### config.mk
export PLATFORM = sky130hd
export DESIGN_NAME = fetch_ctrl
export DESIGN_NICKNAME = d
export VERILOG_FILES = /design/src/rtl/fetch_pkg.sv /design/src/rtl/fetch_wdog.sv /design/src/rtl/fetch_ctrl.sv
export SDC_FILE = /design/constraint.sdc
export NUM_CORES = 1
export LEC_CHECK = 0
export ABC_AREA = 0
export ABC_CLOCK_PERIOD_IN_PS = 9920
export CAP_MARGIN = 20
export CORE_MARGIN = 4
export CORE_UTILIZATION = 35
export DETAILED_ROUTE_END_ITERATION = 7
export PLACE_DENSITY = 0.71
export REMOVE_ABC_BUFFERS = 1
export SETUP_SLACK_MARGIN = 0.5
export SLEW_MARGIN = 20
export SYNTH_ARGS = -nofsm -noshare
export SYNTH_HDL_FRONTEND = slang
export SYNTH_SLANG_ARGS = --single-unit
### constraint.sdc
create_clock -name CLK -period 9.92 [get_ports CLK]
set_input_delay 0.992 -clock CLK [delete_from_list [all_inputs] [get_ports CLK]]
set_output_delay 0.992 -clock CLK [all_outputs]
set_load 0.02 [all_outputs]
### src/rtl/fetch_pkg.sv
// Shared types and constants for the instruction fetch controller.
package fetch_pkg;

    typedef enum logic [1:0] {
        StIdle,
        StReq,
        StHold,
        StFault
    } fetch_state_e;

    localparam logic [31:0] NOP_INST = 32'h0000_0013;
    localparam int unsigned MAX_WAIT_DEFAULT = 16;

endpackage

### src/rtl/fetch_wdog.sv
// Request watchdog: counts cycles a fetch request waits without an acknowledge.
module fetch_wdog
    import fetch_pkg::*;
#(
    parameter int unsigned MAX_WAIT = MAX_WAIT_DEFAULT
) (
    input  logic CLK,
    input  logic RST,
    input  logic clear,
    input  logic enable,
    output logic expired
);

    localparam int unsigned CntW = $clog2(MAX_WAIT + 1);

    logic [CntW-1:0] cnt_q;

    always_ff @(posedge CLK or posedge RST) begin
        if (RST) begin
            cnt_q <= '0;
        end else if (clear) begin
            cnt_q <= '0;
        end else if (enable) begin
            cnt_q <= cnt_q + 1'b1;
        end
    end

    // Fires during the MAX_WAIT-th unacknowledged cycle so the fault follows it directly.
    assign expired = enable && (cnt_q >= CntW'(MAX_WAIT - 1));

endmodule

### src/rtl/fetch_ctrl.sv
// Instruction fetch controller: single outstanding request, one-entry output buffer,
// redirect handling with squash of in-flight requests, and sticky timeout/misalign fault.
module fetch_ctrl
    import fetch_pkg::*;
#(
    parameter logic [31:0] RESET_VECTOR = 32'h0000_0000,
    parameter int unsigned MAX_WAIT     = MAX_WAIT_DEFAULT
) (
    input  logic        CLK,
    input  logic        RST,
    output logic        imem_req,
    output logic [31:0] imem_addr,
    input  logic        imem_ack,
    input  logic [31:0] imem_rdata,
    output logic        inst_valid,
    input  logic        inst_ready,
    output logic [31:0] inst,
    output logic [31:0] inst_pc,
    input  logic        redirect_valid,
    input  logic [31:0] redirect_target,
    input  logic        redirect_jalr,
    output logic [31:0] pc,
    output logic        fault,
    output logic [31:0] fetch_count
);

    fetch_state_e state_q, state_d;
    logic [31:0]  pc_q, pc_d;
    logic [31:0]  inst_q, inst_d;
    logic [31:0]  inst_pc_q, inst_pc_d;
    logic         valid_q, valid_d;
    logic [31:0]  count_q, count_d;
    logic         squash_q, squash_d;
    logic [31:0]  sq_tgt_q, sq_tgt_d;
    logic [31:0]  eff_tgt;
    logic         wd_expired;

    assign eff_tgt = redirect_jalr ? {redirect_target[31:1], 1'b0} : redirect_target;

    fetch_wdog #(
        .MAX_WAIT(MAX_WAIT)
    ) u_wdog (
        .CLK    (CLK),
        .RST    (RST),
        .clear  ((state_q != StReq) || imem_ack),
        .enable ((state_q == StReq) && !imem_ack),
        .expired(wd_expired)
    );

    always_comb begin
        state_d   = state_q;
        pc_d      = pc_q;
        inst_d    = inst_q;
        inst_pc_d = inst_pc_q;
        valid_d   = valid_q;
        count_d   = count_q;
        squash_d  = squash_q;
        sq_tgt_d  = sq_tgt_q;
        unique case (state_q)
            StIdle: begin
                state_d = StReq;
                if (redirect_valid) begin
                    if (eff_tgt[1]) state_d = StFault;
                    else pc_d = eff_tgt;
                end
            end
            StReq: begin
                if (redirect_valid && eff_tgt[1]) begin
                    state_d = StFault;
                end else if (imem_ack) begin
                    squash_d = 1'b0;
                    if (redirect_valid) begin
                        pc_d = eff_tgt;
                    end else if (squash_q) begin
                        pc_d = sq_tgt_q;
                    end else begin
                        inst_d    = imem_rdata;
                        inst_pc_d = pc_q;
                        valid_d   = 1'b1;
                        pc_d      = pc_q + 32'd4;
                        state_d   = StHold;
                    end
                end else begin
                    // Request stays at the old address; remember where to go once it lands.
                    if (redirect_valid) begin
                        squash_d = 1'b1;
                        sq_tgt_d = eff_tgt;
                    end
                    if (wd_expired) state_d = StFault;
                end
            end
            StHold: begin
                if (inst_ready) begin
                    count_d = count_q + 32'd1;
                    valid_d = 1'b0;
                    state_d = StReq;
                end
                if (redirect_valid) begin
                    valid_d = 1'b0;
                    if (eff_tgt[1]) begin
                        state_d = StFault;
                    end else begin
                        pc_d    = eff_tgt;
                        state_d = StReq;
                    end
                end
            end
            StFault: begin
            end
            default: state_d = StFault;
        endcase
        if (state_d == StFault) begin
            valid_d  = 1'b0;
            squash_d = 1'b0;
        end
    end

    always_ff @(posedge CLK or posedge RST) begin
        if (RST) begin
            state_q   <= StIdle;
            pc_q      <= RESET_VECTOR;
            inst_q    <= NOP_INST;
            inst_pc_q <= RESET_VECTOR;
            valid_q   <= 1'b0;
            count_q   <= 32'd0;
            squash_q  <= 1'b0;
            sq_tgt_q  <= 32'd0;
        end else begin
            state_q   <= state_d;
            pc_q      <= pc_d;
            inst_q    <= inst_d;
            inst_pc_q <= inst_pc_d;
            valid_q   <= valid_d;
            count_q   <= count_d;
            squash_q  <= squash_d;
            sq_tgt_q  <= sq_tgt_d;
        end
    end

    assign imem_req    = (state_q == StReq);
    assign imem_addr   = pc_q;
    assign inst_valid  = valid_q;
    assign inst        = inst_q;
    assign inst_pc     = inst_pc_q;
    assign pc          = pc_q;
    assign fault       = (state_q == StFault);
    assign fetch_count = count_q;

endmodule
==> flow_metrics.py <==
metrics = {
    "worst_setup_path": {
        "cp.arrival_ns": 3.45,
        "critPathKind": "in2reg",
        "rr_startpoint": "state_q[0]$_DFF_PP0_",
        "critPathLaunchType": "primary input",
        "startpoint": "redirect_valid",
        "endpoint_kind": "flip-flop",
        "crit_fanout": 52,
        "cp.required_ns": 10.22,
    },
    "synthesis": {
        "synthTopCellsByCount": "dfrtp_1 (166), mux2_1 (67), nand2_1 (55)",
        "syn-cell-area_um2": 8270,
        "seq_area_frac_synth": 0.512,
        "ys_async_sr_fraction": 1.00,
        "synth.area.top_cells": "dfrtp_1 (50%), mux2_1 (9.1%), mux2_4 (4.9%), buf_4 (3.3%), xnor2_1 (3.0%)",
        "avgSynthCellArea_um2": 11.5,
        "synth_edf_count": 0,
        "yosysWarnings": 0,
        "ys_types": 63,
        "synth.most_common_cell": "dfrtp_1",
        "synthCells": 721,
        "yosys.area.top_type": "dfrtp_1",
        "ys_ff_latch": 169,
        "ys.flop_type": "dfrtp_1",
        "yosysTopAreaCellShare": 0.502,
    },
    "placed_design": {
        "place_area_um2": 10600,
        "gp_congestion": 0.744,
        "dp.cells": 1205,
        "dp_hpwl_um": 15100,
        "port-buffer-count": 232,
    },
    "grt": {
        "grt-ovfl-total": 0,
        "grt_max_degree": 100,
        "grt_pass1_wl_um": 35200,
        "grt_antenna_before_repair": 1,
        "track_usage": 0.167,
        "grt_pass1_vias": 6357,
    },
    "worst_hold_path": {
        "min-delay-start": "u_wdog.cnt_q[0]$_DFF_PP0_",
        "hold_class": "reg2reg",
    },
    "die": {
        "die_area_um2": 26100,
        "die_h_um": 162,
        "num_rows": 55,
        "die_x_um": 162,
        "io_pins": 233,
        "core-area_um2": 22900,
        "start_util": 0.361,
    },
    "route": {
        "drt-pass1-iter-count": 4,
        "antenna_left": 0,
        "wire_per_inst_um": 17.5,
        "num_vias": 6182,
        "wirelength_um": 21700,
        "dr.first_iter.drc_count": 360,
        "vias_per_cell": 4.99,
        "drc_errors": 0,
    },
    "clock_tree": {
        "cts_tree": "built",
        "cts_root_buf": "clkbuf_16",
        "clk_path_buf_depth": 2,
        "cts_inserted_buffers": 17,
        "clk_latency_ns": 0.42,
        "cts_hold_buf": 0,
        "ctsResizeCount": 0,
        "cts_setup_buffers": 0,
        "htree_levels": 4,
        "clock_sink_count": 169,
        "clkTransAtPathRegs_ns": 0.06,
    },
    "sta": {
        "relSlewSlack": 0.287,
        "max_freq_mhz": 317,
        "tns_ns": 0,
        "rsz0062_at_grt": "false",
        "slew_viol_final": 0,
        "skew_ns": 0.00829,
        "finalHoldViolCount": 0,
        "period_minus_slack_ns": 3.16,
        "tightest_slew_ns": 1.07,
        "setup_viol": 0,
        "period_share": 0.318,
    },
    "outcome": {
        "outcome": "completed",
    },
    "pwr": {
        "p_leak_nw": 4.98,
        "ir_worst_vdd_mv": 0.106,
        "power_w": 0.00212,
        "p_per_area_nw_per_um2": 189,
    },
    "final_layout": {
        "area_growth_pct": 35.2,
        "fin_area_um2": 11200,
        "nets": 985,
        "fin_cells": 1238,
        "drive_gt1_frac": 0.0921,
    },
    "run": {
        "cap_viol_max_count": 0,
    },
}
[critical path, stage by stage]
cell,delay (ns)
clkdlybuf4s50_1,0.62
and2b_1,0.23
o21ai_4,0.06
buf_4,0.27
nor3_2,0.22
buf_4,0.60
mux2_1,0.39
[metrics by stage]
step                       util  hold WS, ns  setup slack [ns]
after global routing      0.488        0.486              6.65
after global placement    0.463        0.444              6.39
after CTS                 0.487        0.466              6.79
after detailed placement  0.463        0.455              6.34
final                     0.488        0.463              6.76
after floorplan               -        0.423              2.98
[cells by family after synthesis]
| family | share of synthesized area |
|---|---|
| compound gates | 0.0820 |
| xor+xnor | 0.0519 |
| fa+ha+maj | 0.00605 |
| buf+inv | 0.0602 |
| flops | 0.512 |
| mux | 0.144 |
| simple gates | 0.144 |
[where the power goes]
group,switching (W),internal (W)
Clock,0.000266,0.000376
Combinational,0.000271,0.000300
Sequential,0.000123,0.000780
Total,0.000660,0.00146
[cells in the final DEF, fill, tap and decap left out, types with 4 or more instances in the layout]
| cell type | Yosys | routed |
|---|---|---|
| o21ai_0 | 21 | 21 |
| inv_1 | 14 | 13 |
| o21ai_1 | 10 | 10 |
| mux2_1 | 67 | 67 |
| a31oi_1 | 9 | 9 |
| clkbuf_1 | 15 | 5 |
| nor3_1 | 7 | 6 |
| and3_1 | 25 | 25 |
| nor2_1 | 40 | 40 |
| nand2_1 | 55 | 55 |
| a221oi_1 | 6 | 6 |
| a211oi_1 | 4 | 4 |
| nand2b_1 | 6 | 6 |
| clkdlybuf4s50_1 | 0 | 232 |
| xor2_1 | 21 | 21 |
| nand4_1 | 15 | 15 |
| xnor2_1 | 28 | 28 |
| buf_4 | 36 | 8 |
| a21oi_1 | 22 | 22 |
| nor3_2 | 6 | 7 |
| and2_1 | 5 | 5 |
| clkbuf_16 | 0 | 17 |
| nand3_1 | 30 | 30 |
| and4_1 | 4 | 4 |
| mux2_4 | 27 | 27 |
| clkinv_2 | 0 | 4 |
| a221o_1 | 6 | 6 |
| dfrtp_1 | 166 | 166 |
| ha_1 | 4 | 4 |
[layer usage]
| layer | part of all wire | vias up | GRT usage |
|---|---|---|---|
| met3 | 0.059 | 16 | 0.0391 |
| met4 | 0.011 | 0 | 0.0431 |
| met1 | 0.45 | 3056 | 0.223 |
| met5 | 0 | - | 0 |
| met2 | 0.48 | 197 | 0.275 |
| li1 | - | 2913 | - |
[path summary, 6_finish.rpt]
path	end	slack (ns)	depth (start not counted)
max in group asynchronous	sq_tgt_q[11]$_DFFE_PP0P_	7.28	3
min in group asynchronous	fetch_count[31]$_DFFE_PP0P_	1.15	2
hold reg to reg	u_wdog.cnt_q[0]$_DFF_PP0_	0.46	1
setup / recovery	inst[10]$_DFFE_PP0P_	6.76	7
hold / removal	u_wdog.cnt_q[0]$_DFF_PP0_	0.46	1
setup reg to reg	inst[10]$_DFFE_PP0P_	7.37	6
[sequential cells by signal, summed over array words and instances (netlist names), 2 cells and up]
signal	flops
fetch_count	32
imem_addr	32
inst	32
inst_pc	32
sq_tgt_q	32
u_wdog.cnt_q	5
state_q	2
[cell type report]
type,instances,area [um^2]
Timing Repair Buffer,240,2380
Sequential cell,169,4230
Inverter,14,57.6
Multi-Input combinational cell,469,3550
Clock buffer,23,458
Antenna cell,2,5.00
Tap cell,313,392
Fill cell,2107,11700
Clock inverter,8,97.6
Note: power is estimated with default switching activity, not from simulation.
